==> config.mk <==
export PLATFORM = sky130hd
export DESIGN_NAME = svc_soc_lifecycle
export DESIGN_NICKNAME = d
export VERILOG_FILES = /design/src/rtl/svc_soc_lifecycle.sv
export SDC_FILE = /design/constraint.sdc
export NUM_CORES = 1
export LEC_CHECK = 0
export BUFFER_PORTS_ARGS = -buffer_cell sky130_fd_sc_hd__buf_2
export CAP_MARGIN = 20
export CORE_ASPECT_RATIO = 0.7
export CORE_MARGIN = 10
export CORE_UTILIZATION = 59
export CTS_CLUSTER_DIAMETER = 60
export DETAILED_ROUTE_END_ITERATION = 6
export GPL_ROUTABILITY_DRIVEN = 1
export GPL_TIMING_DRIVEN = 0
export PLACE_DENSITY = 0.95
export SKIP_LAST_GASP = 1
export SLEW_MARGIN = 20
export SYNTH_ARGS = -nofsm -noshare
export SYNTH_HDL_FRONTEND = slang
export SYNTH_SLANG_ARGS = --single-unit
==> constraint.sdc <==
create_clock -name clk -period 3 [get_ports clk]
set_input_delay 0.15 -clock clk [delete_from_list [all_inputs] [get_ports clk]]
set_output_delay 0.15 -clock clk [all_outputs]
set_load 0.05 [all_outputs]
==> src/rtl/svc_soc_lifecycle.sv <==
// SoC run-lifecycle controller: holds the CPU in reset, runs it under a watchdog,
// and captures the exit code written to the exit register or flags a timeout.
module svc_soc_lifecycle #(
  parameter int unsigned RESET_HOLD_CYCLES = 16,
  parameter int unsigned WATCHDOG_CYCLES   = 500_000,
  parameter logic [31:0] EXIT_ADDR         = 32'h8000_0010
) (
  input  logic        clk,
  input  logic        rst_n,
  input  logic        mmio_wr_valid,
  input  logic [31:0] mmio_wr_addr,
  input  logic [31:0] mmio_wr_data,
  input  logic [3:0]  mmio_wr_strb,
  input  logic        wd_kick,
  output logic        cpu_rst_n,
  output logic        done,
  output logic        pass,
  output logic        timeout,
  output logic [31:0] exit_code,
  output logic [31:0] cycle_count
);

  // state    | meaning
  // S_HOLD   | CPU held in reset for the hold period
  // S_RUN    | CPU running, cycle counter and watchdog active
  // S_EXITED | exit register written, result captured (terminal)
  // S_TIMEDOUT | watchdog expired (terminal)

  localparam int unsigned HOLD_N    = (RESET_HOLD_CYCLES == 0) ? 1 : RESET_HOLD_CYCLES;
  localparam logic [31:0] HOLD_LAST = 32'(HOLD_N - 1);
  localparam logic [31:0] WD_LAST   = 32'(WATCHDOG_CYCLES - 1);
  localparam logic        WD_EN     = (WATCHDOG_CYCLES != 0);

  typedef enum logic [1:0] {S_HOLD, S_RUN, S_EXITED, S_TIMEDOUT} state_t;

  state_t      r_state;
  state_t      w_state_nxt;
  logic [31:0] r_hold_cnt;
  logic [31:0] r_wd_cnt;
  logic        r_cpu_rst_n;
  logic        r_done;
  logic        r_pass;
  logic        r_timeout;
  logic [31:0] r_exit_code;
  logic [31:0] r_cycle_count;

  logic w_exit_wr;
  logic w_wd_expire;
  logic w_hold_last;

  assign w_exit_wr   = (r_state == S_RUN) && mmio_wr_valid &&
                       (mmio_wr_addr == EXIT_ADDR) && (mmio_wr_strb == 4'hF);
  assign w_wd_expire = WD_EN && (r_state == S_RUN) && !wd_kick && (r_wd_cnt == WD_LAST);
  assign w_hold_last = (r_state == S_HOLD) && (r_hold_cnt == HOLD_LAST);

  always_ff @(posedge clk) begin
    if (!rst_n) r_state <= S_HOLD;
    else        r_state <= w_state_nxt;
  end

  // Exit write is checked before expiry so it wins a same-cycle collision.
  always_comb begin
    w_state_nxt = r_state;
    case (r_state)
      S_HOLD:  if (w_hold_last) w_state_nxt = S_RUN;
      S_RUN: begin
        if (w_exit_wr)        w_state_nxt = S_EXITED;
        else if (w_wd_expire) w_state_nxt = S_TIMEDOUT;
      end
      default: w_state_nxt = r_state;
    endcase
  end

  always_ff @(posedge clk) begin
    if (!rst_n) begin
      r_hold_cnt    <= '0;
      r_wd_cnt      <= '0;
      r_cpu_rst_n   <= 1'b0;
      r_done        <= 1'b0;
      r_pass        <= 1'b0;
      r_timeout     <= 1'b0;
      r_exit_code   <= '0;
      r_cycle_count <= '0;
    end else begin
      // CPU reset releases on the edge entering RUN and reasserts on the edge leaving it.
      r_cpu_rst_n <= (w_state_nxt == S_RUN);
      case (r_state)
        S_HOLD: r_hold_cnt <= r_hold_cnt + 32'd1;
        S_RUN: begin
          if (r_cycle_count != 32'hFFFF_FFFF) r_cycle_count <= r_cycle_count + 32'd1;
          if (wd_kick || !WD_EN) r_wd_cnt <= '0;
          else                   r_wd_cnt <= r_wd_cnt + 32'd1;
          if (w_exit_wr) begin
            r_done      <= 1'b1;
            r_pass      <= (mmio_wr_data == 32'd0);
            r_exit_code <= mmio_wr_data;
          end else if (w_wd_expire) begin
            r_done      <= 1'b1;
            r_timeout   <= 1'b1;
            r_pass      <= 1'b0;
            r_exit_code <= 32'hFFFF_FFFF;
          end
        end
        default: ;
      endcase
    end
  end

  assign cpu_rst_n   = r_cpu_rst_n;
  assign done        = r_done;
  assign pass        = r_pass;
  assign timeout     = r_timeout;
  assign exit_code   = r_exit_code;
  assign cycle_count = r_cycle_count;

endmodule

==> results.yml <==
outcome:
  status: "complete, no violations"
worst_setup_path:
  cp_common_cell: "buf_2"
  critPathKind: "reg -> reg"
  path_max_fanout: 10
  max_stage_delay_ns: 0.53
  crit_family: "simple AND/OR/NAND/NOR gates"
  critPathRequiredTime_ns: 3.29
  crit_path_start_kind: "flip-flop"
  endpoint_kind: "flip-flop"
  crit_slowest_cell: "nor3_1"
  worst_ep_arrival_time_ns: 2.79
  crit_path_cell_trace: "buf_2, nand4_1, nor3_1, buf_2, nand2_1, o311ai_0, a21oi_1"
  path_buf_inv: 2
grt:
  grt.total_usage_pct: 26.7
  grt_max_degree: 17
  overflow: 0
  grt_antenna_before_repair: 0
  grt_pass1_wl_mm: 34.6
  first_global_vias: 6828
floorplanning:
  row_count: 32
  pin_count: 140
  initial_core_util_pct: 59.9
  die_w_um: 146
  fp.dieH_um: 108
  core_area_um2: 10900
  dieArea_um2: 15700
synth:
  synth_top_area_share_pct: 41.1
  synth_top_family_by_area: "simple AND/OR/NAND/NOR gates"
  synthAdderAreaFrac_pct: 0.576
  synth-compound-area-share_pct: 17.9
  ys_seq_area_share_pct: 41.1
  synthArstFlopShare_pct: 0
  ys_ff_latch: 134
  synthDistinctLibCells: 64
  yosys.area_share.xor_xnor_pct: 4.97
  yosys_most_used_dff: "dfxtp_1"
  synth_edf_count: 0
  synth_area_per_cell_um2: 8.57
  synthesis.instances: 761
  synth_nets: 836
  synth_mux_area_share_pct: 1.07
  yosys.area.top_type: "dfxtp_1"
  synth.cell_area_um2: 6520
  netlist_top_cells_area: "dfxtp_1 (41%), o221a_2 (5.4%), xnor2_1 (4.3%)"
  synth_simple_gate_area_share_pct: 30.7
  yosys_warnings: 0
clocking:
  cts_root_buf: "clkbuf_16"
  cts_resized: 0
  htreeDepth: 4
  postCtsSetupRepairBufs: 0
  cts_hold_buf: 0
  numClockSinks: 134
  cts_tree: "built"
  cts.clk_slew.worst_paths_ns: 0.07
  cts_buffer_depth: 2
  clk_latency_ns: 0.43
  cts_buffers: 17
sta:
  fin_tns_setup_ns: 0
  worst_pin_slew_ns: 0.913
  rsz0062_at_grt: "false"
  fmax_mhz: 399
  slew_violations: 0
  relSlewSlack_pct: 38.7
  hold_viol: 0
  min_period_ns: 2.51
  skew_ns: 0.00803
  setup_viol: 0
  period_share_pct: 83.5
placement:
  dpl.hpwl_mm: 15.4
  gp_congestion: 1.00
  port_buffers: 138
  placed_cell_area_um2: 7400
  placedCellCount: 1052
detailed_routing:
  drcViolationCount: 0
  routed_via_density: 6.54
  first_iter_violations: 940
  num_vias: 7091
  wl_per_cell_um: 20.3
  routed_wirelength_mm: 22.0
  dr.pass1.iters: 6
  detail-route-antenna-nets: 0
finish:
  final_common_cell: "buf_2"
  post-route-util_pct: 73.5
  layout_common_cells: "buf_2 (148), dfxtp_1 (134), nor2_1 (67), nand2_1 (56), a21oi_1 (47)"
  syn_to_final_growth_pct: 22.8
  n_antenna_cell: 0
  nFillCells: 772
  drive_gt1_share_pct: 24.4
  fin_nets: 993
  final_cell_area_um2: 8010
  instances_no_fill: 1084
power_and_ir_drop:
  power_density_nw_per_um2: 505
  irDropWorstVdd_mv: 0.450
  leakage_nw: 3.03
hold_path:
  hp-class: "in -> reg"
job:
  maxCapViolCount: 0
## report_power, final
part	internal, W	total [W]	switching (W)
clock	0.00119	0.00212	0.000927
combinational	0.0000519	0.000138	0.0000858
sequential	0.00178	0.00179	0.00000383
## synthesized netlist by cell type (all sizes together), types with 2 or more instances
cell type and n:
o221a 31, and4b 2, nor2b 4, or3 25
and3 12, nand4b 4, a41oi 2, and2 10
and4 11, nand4 34, ha 3, xor2 5
nand3b 2, a31oi 14, inv 8, nand3 34
mux2i 7, nor4b 4, nand2 56, nor3 19
o31ai 5, a211oi 6, dfxtp 134, nand2b 8
nor4 44, o211a 3, nor3b 3, o21ai 42
a21oi 47, buf 13, xnor2 32, clkbuf 37
or4 13, o21a 5, nor2 68
## layer usage
layer	part of all wire [%]	GRT usage [%]	routed length, µm
met4	4.0	10.9	872
met5	0	0	0
met2	44	42.8	9670
met3	13	9.47	2790
met1	39	32.5	8650
## final timing paths
check             depth (start not counted)  slack (ns)                     start                    endpoint
setup reg to reg                          7        0.49  r_wd_cnt[8]$_SDFFE_PN0N_   r_wd_cnt[24]$_SDFFE_PN0N_
hold reg to reg                           1        0.46      timeout$_SDFFE_PN0P_        timeout$_SDFFE_PN0P_
setup / recovery                          7        0.49  r_wd_cnt[8]$_SDFFE_PN0N_   r_wd_cnt[24]$_SDFFE_PN0N_
hold / removal                            2        0.02          mmio_wr_data[25]  exit_code[25]$_SDFFE_PN0P_
## cells by family after synthesis
group | count (synthesis)
fa+ha+maj | 3
mux | 7
xor+xnor | 37
flops | 134
simple gates | 356
buf+inv | 58
compound gates | 166
## metrics by stage
| stage | hold slack, ns | worst slack (ns) | total power (W) |
|---|---|---|---|
| 5_1_grt | 0.0126 | 0.311 | 0.00414 |
| 4_1_cts | 0.0115 | 0.591 | 0.00404 |
| 3_3_place_gp | 0.442 | 0.697 | 0.00195 |
| 6_report | 0.0151 | 0.494 | 0.00404 |
| 2_1_floorplan | 0.301 | 0.674 | 0.00188 |
| 3_5_place_dp | 0.451 | 0.659 | 0.00196 |
## cell type report
type,instances,area (µm²),share of cell area [%]
Multi-Input combinational cell,569,3600,44.9
Sequential cell,134,2680,33.5
Timing Repair Buffer,138,691,8.63
Clock buffer,17,425,5.31
Buffer,50,213,2.66
Tap cell,153,191,2.39
Clock inverter,15,178,2.22
Inverter,8,30.0,0.375
## state kept, by name, summed over array words and instances (netlist names)
register and count:
pass 1, r_hold_cnt 32, done 1, cycle_count 32, cpu_rst_n 1, r_state 2, r_wd_cnt 32, timeout 1
exit_code 32
## worst register-to-register path: stages (launching register included)
cell	delay (ns)
dfxtp_1	0.34
buf_2	0.22
nand4_1	0.27
nor3_1	0.53
buf_2	0.34
nand2_1	0.13
o311ai_0	0.40
a21oi_1	0.15
Note: power is estimated with default switching activity, not from simulation.
